===== src/rtl/exhaustive_vector_sweeper.sv =====
`default_nettype none
// ============================================================================
// Module  : exhaustive_vector_sweeper
// Brief   : Drives every N_IN-bit vector in ascending order, holds each one
//           for HOLD cycles and compares the DUT response with a golden model.
// Revision: 1.0 - initial release
// ============================================================================
module exhaustive_vector_sweeper #(
    parameter int N_IN  = 3,
    parameter int N_OUT = 2,
    parameter int HOLD  = 25,
    parameter int CNT_W = N_IN + 2
) (
    input  logic             clk,
    input  logic             rst,
    input  logic             start,
    input  logic             abort,
    input  logic             loop,
    output logic [N_IN-1:0]  stim,
    input  logic [N_OUT-1:0] resp,
    input  logic [N_OUT-1:0] expected,
    output logic             busy,
    output logic             sweep_tick,
    output logic             done,
    output logic             pass,
    output logic [CNT_W-1:0] err_cnt,
    output logic [N_IN-1:0]  first_err_vec,
    output logic             first_err_vld
);

    localparam int              HC_W        = $clog2(HOLD);
    localparam logic [HC_W-1:0] C_HOLD_LAST = HC_W'(HOLD - 1);
    localparam logic [N_IN-1:0] C_STIM_LAST = '1;
    localparam logic [CNT_W-1:0] C_CNT_MAX  = '1;

    typedef enum logic [1:0] {
        S_IDLE  = 2'd0,
        S_SWEEP = 2'd1,
        S_DONE  = 2'd2
    } state_t;

    state_t          r_state;
    logic [HC_W-1:0] r_hold_cnt;

    logic             w_sample;
    logic             w_mismatch;
    logic             w_last;
    logic [CNT_W-1:0] w_err_next;

    assign w_sample   = (r_hold_cnt == C_HOLD_LAST);
    assign w_mismatch = (resp != expected);
    assign w_last     = (stim == C_STIM_LAST);
    // Saturating increment; pass at sweep end must include the final sample.
    assign w_err_next = (w_mismatch && (err_cnt != C_CNT_MAX)) ? err_cnt + CNT_W'(1) : err_cnt;

    always_ff @(posedge clk or posedge rst) begin
        if (rst) begin
            r_state       <= S_IDLE;
            r_hold_cnt    <= '0;
            stim          <= '0;
            busy          <= 1'b0;
            sweep_tick    <= 1'b0;
            done          <= 1'b0;
            pass          <= 1'b0;
            err_cnt       <= '0;
            first_err_vec <= '0;
            first_err_vld <= 1'b0;
        end else begin
            sweep_tick <= 1'b0;
            case (r_state)
                S_IDLE, S_DONE: begin
                    if (start) begin
                        r_state       <= S_SWEEP;
                        r_hold_cnt    <= '0;
                        stim          <= '0;
                        busy          <= 1'b1;
                        done          <= 1'b0;
                        pass          <= 1'b0;
                        err_cnt       <= '0;
                        first_err_vec <= '0;
                        first_err_vld <= 1'b0;
                    end
                end
                S_SWEEP: begin
                    if (abort) begin
                        r_state <= S_IDLE;
                        busy    <= 1'b0;
                        done    <= 1'b0;
                    end else if (w_sample) begin
                        r_hold_cnt <= '0;
                        if (w_mismatch) begin
                            err_cnt <= w_err_next;
                            if (!first_err_vld) begin
                                first_err_vec <= stim;
                                first_err_vld <= 1'b1;
                            end
                        end
                        if (w_last) begin
                            sweep_tick <= 1'b1;
                            if (loop) begin
                                stim <= '0;
                            end else begin
                                r_state <= S_DONE;
                                busy    <= 1'b0;
                                done    <= 1'b1;
                                pass    <= (w_err_next == '0);
                            end
                        end else begin
                            stim <= stim + N_IN'(1);
                        end
                    end else begin
                        r_hold_cnt <= r_hold_cnt + HC_W'(1);
                    end
                end
                default: r_state <= S_IDLE;
            endcase
        end
    end

endmodule
`default_nettype wire


===== config.mk =====
export PLATFORM = sky130hd
export DESIGN_NAME = exhaustive_vector_sweeper
export DESIGN_NICKNAME = d
export VERILOG_FILES = /design/src/rtl/exhaustive_vector_sweeper.sv
export SDC_FILE = /design/constraint.sdc
export NUM_CORES = 1
export LEC_CHECK = 0
export ABC_AREA = 0
export BUFFER_PORTS_ARGS = -buffer_cell sky130_fd_sc_hd__buf_2
export CAP_MARGIN = 15
export CORE_AREA = 2 2 56 58
export DETAILED_ROUTE_END_ITERATION = 8
export DIE_AREA = 0 0 58 60
export GPL_TIMING_DRIVEN = 0
export MAX_ROUTING_LAYER = met4
export PLACE_DENSITY = 0.62
export SLEW_MARGIN = 20
export SYNTH_ARGS = -nofsm -noshare
export SYNTH_HDL_FRONTEND = slang
export SYNTH_SLANG_ARGS = --single-unit

===== constraint.sdc =====
create_clock -name clk -period 4.5 [get_ports clk]
set_input_delay 0.9 -clock clk [delete_from_list [all_inputs] [get_ports clk]]
set_output_delay 0.9 -clock clk [all_outputs]
set_load 0.05 [all_outputs]

Word-level counts from Yosys, hierarchy flattened

Cells that the tools add are included.

$add $sub $neg: 3
Multipliers: 0
Div/mod/pow operators: 0
Order comparisons: 0
Equal/unequal tests: 17
Shift-type cells: 0
Multiplexer cells: 51
Bitwise gates (word level): 0
Reductions and logical operators: 12

Operators with widths:

| operator                                                        | count |
|---|---|
| 5-bit two-way mux                                               | 7 |
| 3-bit two-way mux                                               | 9 |
| 1-bit two-way mux                                               | 21 |
| 5-bit one-hot mux with 2 select lines                           | 2 |
| 5-bit AND reduction                                             | 3 |
| 2-bit != test, second input constant                            | 7 |
| 3-bit != test, second input constant                            | 4 |
| 3-bit one-hot mux with 2 select lines                           | 2 |
| 6-bit AND reduction                                             | 2 |
| 5-bit by 1-bit adder with 5-bit output, second input constant   | 2 |
| 2-bit two-way mux                                               | 5 |
| 1-bit one-hot mux with 2 select lines                           | 4 |
| 5-bit == test, second input constant                            | 1 |
| 5-bit logical NOT                                               | 1 |
| 5-bit != test, second input constant                            | 1 |
| 2-bit one-hot mux with 2 select lines                           | 1 |
| 4-bit AND reduction                                             | 1 |
| 3-bit by 1-bit adder with 3-bit output, second input constant   | 1 |
| 3-bit == test, second input constant                            | 1 |
| 3-bit AND reduction                                             | 1 |
| 2-bit by 1-bit == test with 1-bit output, second input constant | 1 |
| 2-bit == test, second input constant                            | 1 |
| 2-bit logical NOT                                               | 1 |
| 2-bit != test                                                   | 1 |
| 3 further kinds                                                 | 3 |

Flip-flop bits (word level): 23
Latch bits: 0
Bits in writable memories: 0
ROM bits: 0
Bits of input ports: 9
Output and inout port bits: 16
Memories kept: 0

Logic depth before layout (Yosys ltp)

Gate-level depths: netlist of the first run.

Depth in word-level cells: 9
Gate-level depth with buffers: 7

Worst setup path before layout of the first run

No wires, ideal clock.

Kind: reg2reg
Start: reg err_cnt[0]
End: reg pass
Arrival time: 2,131 ps
Slack: 2,277 ps
Cell stages (with the launch flop): 8
Cell sequence: dfrtp_1 -> ha_1 -> and3_1 -> ha_1 -> nand2b_1 -> a2111o_1 -> o311a_1 -> o31ai_2

Longest elaborated chain between the ends: 9
Elaborated cells on any way between the ends: 10
Those cells by class: add/sub (1); eq/ne (1); mux (6); reduce/logical (2)

Ends and longest elaborated chain:

| element                                                                        | RTL line | RTL |
|---|---|---|
| start, declared                                                                | 26       | `output logic [CNT_W-1:0] err_cnt,` |
| start signal, assigned                                                         | 92       | `err_cnt <= w_err_next;` |
| branches (longest 2 deep; another with 5-bit by 1-bit adder with 5-bit output) | --       |  |
| 5-bit two-way mux *                                                            | 54       | `assign w_err_next = (w_mismatch && (err_cnt != C_CNT_MAX)) ? err_cnt + CNT_W'(1) : err_cnt;` |
| 5-bit logical NOT *                                                            | 106      | `pass <= (w_err_next == '0);` |
| 1-bit two-way mux *                                                            | 100      | `if (loop) begin` |
| 1-bit two-way mux *                                                            | 98       | `if (w_last) begin` |
| 1-bit two-way mux *                                                            | 89       | `end else if (w_sample) begin` |
| 1-bit two-way mux *                                                            | 85       | `if (abort) begin` |
| 1-bit one-hot mux with 2 select lines *                                        | 70       | `case (r_state)` |
| end signal, assigned                                                           | 106      |  |
| end, declared                                                                  | 25       | `output logic pass,` |

Mark *: on every way between the ends. The select of a mux whose other input is x is not followed.
A chain may end at the register's enable or synchronous reset.

Worst setup path after layout of the first run

Ends and elaborated chain as after synthesis.

==> results of run 1 <==
cell usage in the layout, fill, tap and decap left out, types with 3 or more instances in the layout:
master and n:
nor2b_1 3, o21ai_1 3, a21oi_1 6, o21ai_0 7
nand2b_1 5, inv_1 3, buf_2 26, a32o_1 7
nor2_1 6, ha_1 6, clkbuf_4 3, dfrtp_1 23
nand2_1 5, nor3_1 3
how the worst min path moves through the flow:
| stage | slack (ns) | cells after the start | endpoint | startpoint |
|---|---|---|---|---|
| floorplan | 0.47 | 2 | r_state[1] | r_state[1] |
| detailed placement | 0.48 | 1 | busy | busy |
| global placement | 0.47 | 1 | first_err_vec[1] | first_err_vec[1] |
| CTS | 0.51 | 1 | first_err_vec[2] | first_err_vec[2] |
| global route | 0.53 | 1 | first_err_vec[1] | first_err_vec[1] |
| finish | 0.50 | 1 | busy | busy |
per-layer routing:
layer  up-vias  part of all wire [%]
li1        496                     -
met1       505                    48
met5         -                     0
met3         2                   4.1
met4         0                  0.50
met2        18                    47
synth_stat cells, types with 2 or more instances:
cell type	count
ha_1	6
inv_1	3
nor2b_1	3
nand2_1	5
nor2_1	6
and2_1	2
nor3_1	3
a211oi_2	2
a22o_1	2
dfrtp_1	23
nand2b_1	5
o21ai_1	3
a32o_1	7
o21ai_0	7
a31oi_1	2
nand3_1	2
nor3b_1	2
a21oi_1	6
xor2_1	2
xnor2_2	2
buf_2	2
cells by family (layout without fill, tap and decap cells):
kind of cell / count (synthesis) / in the layout / share of synthesized area (%)
fa+ha+maj: 6 / 6 / 5.95
simple gates: 34 / 34 / 15.8
mux: 2 / 2 / 1.68
compound gates: 40 / 40 / 24.4
xor+xnor: 5 / 5 / 4.66
buf+inv: 6 / 34 / 1.98
flops: 23 / 23 / 45.6
worst max-delay path: stages (launching register included):
cell and delay [ns]:
dfrtp_1 0.47, ha_1 0.24, and3_1 0.18, ha_1 0.22
nand2b_1 0.19, a2111o_1 0.38, o311a_1 0.14, o31ai_2 0.21
final cells by class:
cell class                      count  area (um^2)  area share, %
Buffer                              3         13.8          0.949
Timing Repair Buffer               24          120           8.28
Multi-Input combinational cell     87          662           45.6
Sequential cell                    23          576           39.7
Clock buffer                        4         26.3           1.81
Inverter                            3         11.3          0.777
Tap cell                           33         41.3           2.85
per-stage QoR:
stage / instances / cell area [um^2] / hold slack (ns)
after floorplan: 116 / 1260 / 0.473
after global placement: 173 / 1420 / 0.473
after detailed placement: 173 / 1420 / 0.479
after CTS: 177 / 1450 / 0.511
after global routing: 177 / 1450 / 0.534
final: 177 / 1450 / 0.503
flip-flops by register name (all words and copies together) (netlist names):
| signal | flops |
|---|---|
| done | 1 |
| r_state | 2 |
| pass | 1 |
| r_hold_cnt | 5 |
| sweep_tick | 1 |
| first_err_vec | 3 |
| stim | 3 |
| first_err_vld | 1 |
| err_cnt | 5 |
| busy | 1 |
where the power goes:
part	switching (mW)	internal, mW	total, mW
clock network	0.0620	0.0345	0.0966
logic	0.0953	0.0518	0.147
registers	0.0229	0.229	0.252
==> results.md, run 1 <==
* Yosys reg bits at 23
* Root buffer cell: clkbuf_4
* Met1 GRT Util at 22.6%
* Pwr Density at 341 nW/um^2
* Max IR drop VDD at 220 uV
* Fin crit period at 2.10 ns
* Final Core Density at 50.0%
* CTS max path bufs at 2
* Full die area at 3480 um^2
* IO Count at 25
* IO buf count at 24
* # setup viols final at 0
* Avg WL per Cell at 14.7 um
* Layout fillers at 268
* EDFF count, synth at 0
* Synthesized area per cell at 10.9 um^2
* Critical path startpoint category: flop
* Clock latency on the worst-skew pair at 0.30 ns
* GR Util met2 at 25.3%
* GRT Util Overall at 16.5%
* FFs w/ async S/R, synth at 100%
* Post-synthesis cell count at 116
* Critical Path RT at 4.73 ns
* Via/cell ratio at 5.77
* CP Class: reg -> reg
* Diodes inserted at 0
* Mapped Nets at 131
* Max Fclk at 475 MHz
* Synth area leader: dfrtp_1
* H-Tree Level Count at 1
* Hold Path Class: reg -> reg
* CTS Hold Bufs at 0
* Share of cells above drive strength 1 at 25.7%
* Clk slew on worst S/H paths at 0.13 ns
* Worst-Margin Slew at 0.869 ns
* Status: finished, final reports clean
* CP endpoint kind: flop
* Met3 GRT Util at 3.03%
* Sequential element share of the synthesized area at 45.6%
* Final WL at 2610 um
* First-pass GRT wire length at 4310 um
* Worst r2r dst: pass
* Core footprint at 2900 um^2
* Post-CTS Setup Inserts at 0
* CP arrival at 2.33 ns
* Final nets at 160
* Detail Route Antenna Nets at 0
* Final Hold Viols at 0
* Die Y at 60 um
* # resized after CTS at 0
* Crit-path max FO at 8
* Place WS at 2.24 ns
* Worst reg-to-reg setup slack at 2.40 ns
* Critical path endpoint: pass
* Largest net degree at the start of global routing at 24
* RSZ-0062 raised after global routing: false
* Total clock sinks at 23
* Pwr Total at 0.495 mW
* Drt pass-1 iters at 4
* CTS tree: yes
* DIE WIDTH at 58 um
* Pins Over Slew Limit at 0
* Initial Util at 43.5%
* CTS Buf Count at 3
* Synth-to-Final Area Change at 14.9%
* Synth Flop Type: dfrtp_1
* Unique masters post-synth at 42
* Reg-to-reg startpoint: err_cnt[0]
* Iter 0 DRT Violations at 37
* Cell Area, Synth at 1260 um^2
* Largest cells by area after synthesis: dfrtp_1, ha_1, a32o_1
* Grt total ovfl at 0
* Routed via count at 1021
* Num rows at 20
* Area share of the largest cell type after synthesis at 45.6%
* Setup Skew at 0.00186 ns
* Critical path launch point: err_cnt[0]
* Setup_tns at 0 ns
* Final Cycle Share at 46.8%
* Worst Slack Setup Final at 2.40 ns
* Grt peak-use layer: met2
* Max Cap Viol at 0
* Initial antenna violation count at 0
* DRC viols at 0
* Slew margin rel. at 42.0%
* Synth warn at 0
* Placer Congestion at 0.771
* Worst Reg-to-Reg Cells at 7
* Number of global-route vias before repair at 924
* Leakage power at 0.725 nW
* Post-DP HPWL at 1980 um
Power figures use the tool's default switching activity.
==> run 2: changes to the inputs <==
Clock period 4.5 ns to 2.11 ns, I/O delays scaled along.
==> run 2 against run 1 <==
Final area up 1.6%; register-to-register slack worse by 2.3 ns; maximum frequency up 5.4%; global-route usage up 0.92 points; combinational power up 120%; critical endpoint unchanged.
==> results.md, run 2 (same netlist as run 1, synthesis figures left out) <==
* IO Count at 25
* Layout fillers at 287
* DIE WIDTH at 58 um
* CTS Hold Bufs at 0
* Initial antenna violation count at 0
* Final nets at 161
* Iter 0 DRT Violations at 77
* Crit path top cell by count: ha_2
* Drt pass-1 iters at 4
* Largest regs: err_cnt: 5 flops, r_hold_cnt: 5 flops
* Final Cycle Share at 94.6%
* Max IR drop VDD at 500 uV
* Area of the multi-input gates at 674 um^2
* Largest net degree at the start of global routing at 24
* FF/Latch Area at 578 um^2
* WHS at 0.266 ns
* Diodes inserted at 0
* Final WL at 2720 um
* Grt total ovfl at 0
* Max Fclk at 501 MHz
* Final Hold Viols at 0
* Num rows at 20
* RSZ-0062 raised after global routing: false
* Clk slew on worst S/H paths at 0.13 ns
* Pwr Density at 719 nW/um^2
* Hold Path Class: in -> async
* Slowest-stage cell, CP: dfrtp_2
* Full die area at 3480 um^2
* Slew margin rel. at 42.2%
* Avg WL per Cell at 15.3 um
* CTS tree: yes
* # setup viols final at 0
* Detail Route Antenna Nets at 0
* DRC viols at 0
* Most common cell after layout, fill and taps aside: buf_2
* Synth-to-Final Area Change at 16.7%
* Leakage power at 0.725 nW
* GRT Util Overall at 17.4%
* Core footprint at 2900 um^2
* First-pass GRT wire length at 4480 um
* CP endpoint kind: flop
* Slowest stage delay, CP at 0.46 ns
* Commonest non-fill, non-tap cells in the layout: buf_2, dfrtp_1, o21ai_0, a32o_1
* CTS max path bufs at 2
* CP Class: reg -> reg
* Placer Congestion at 0.766
* Worst-Margin Slew at 0.867 ns
* Critical path startpoint category: flop
* Root buffer cell: clkbuf_4
* Fin crit period at 2.00 ns
* Non-filler instance count after layout at 178
* Crit path cell chain: ha_2, and3_1, ha_2, nand2b_4, a2111o_1, o311a_1, o31ai_2
* Critical Path RT at 2.34 ns
* Post-DP HPWL at 2020 um
* Worst reg-to-reg setup slack at 0.11 ns
* Share of cells above drive strength 1 at 30.3%
* Status: finished, final reports clean
* CP arrival at 2.23 ns
* CTS Buf Count at 3
* Clock latency on the worst-skew pair at 0.31 ns
* Pins Over Slew Limit at 0
* Via/cell ratio at 5.83
* Cell total after placement at 173
* Setup_tns at 0 ns
* Setup Skew at 0.00496 ns
* Routed via count at 1038
* Die Y at 60 um
* IO buf count at 24
* Total clock sinks at 23
* Crit-path max FO at 6
* Initial Util at 43.5%
* Max Cap Viol at 0
* Number of global-route vias before repair at 986
* H-Tree Level Count at 1
* Final Core Density at 50.8%
==> run 2: changes by cell type in the layout (fill, tap and decap cells not counted), sizes merged <==
cell	change
clkinv	+1
clkbuf	-1
buf	+1
==> run 2: cell type report <==
| type | instances | area share, % |
|---|---|---|
| clock inverters | 1 | 0.340 |
| repair buffers | 25 | 8.66 |
| inverters | 3 | 0.764 |
| clock buffers | 3 | 1.53 |
| multi-input cells | 87 | 45.8 |
| flip-flops and latches | 23 | 39.2 |
| well taps | 33 | 2.80 |
| plain buffers | 3 | 0.934 |
==> run 2: path summary, 6_finish.rpt <==
| check | startpoint | end | cells after the start |
|---|---|---|---|
| setup / recovery | err_cnt[0] | pass | 7 |
| hold / removal | rst | first_err_vec[2] | 2 |
| setup reg to reg | err_cnt[0] | pass | 7 |
| hold reg to reg | busy | busy | 1 |
| max in group asynchronous | rst | err_cnt[1] | 2 |
| min in group clk | abort | done | 2 |
==> run 2: layer usage <==
layer,vias up,part of all wire [%],track usage (%),wire length [um]
met2,24,47,25.5,1270
li1,502,-,-,-
met4,0,0.37,6.31,10
met5,-,0,-,0
met1,510,49,24.9,1350
met3,2,3.5,1.95,94
==> run 2: critical path: cells and delay by family (launching register included) <==
family          cells  cell delay, ns
fa+ha+maj           2            0.41
flops               1            0.46
simple gates        2            0.33
compound gates      3            0.73
==> run 2: stage by stage <==
stage | area [um^2] | power (mW) | worst slack (ns)
CTS | 1450 | 1.07 | 0.0122
global placement | 1430 | 0.851 | 0.0697
global route | 1470 | 1.12 | 0.0284
detailed placement | 1430 | 0.859 | 0.0333
floorplan | 1260 | 0.782 | 0.0146
finish | 1470 | 1.06 | 0.114
==> run 2: what timing repair did <==
item                                    CTS  global route
setup buffers                             0             1
endpoints found under the setup margin    0             1
resized for setup                         0             3
==> run 2: report_power, final <==
group	total, mW	leakage, nW	internal (mW)	switching [mW]
sequential	0.537	0.310	0.488	0.0490
clock	0.205	0.0177	0.0707	0.134
combinational	0.318	0.397	0.112	0.206
total	1.06	0.725	0.670	0.389
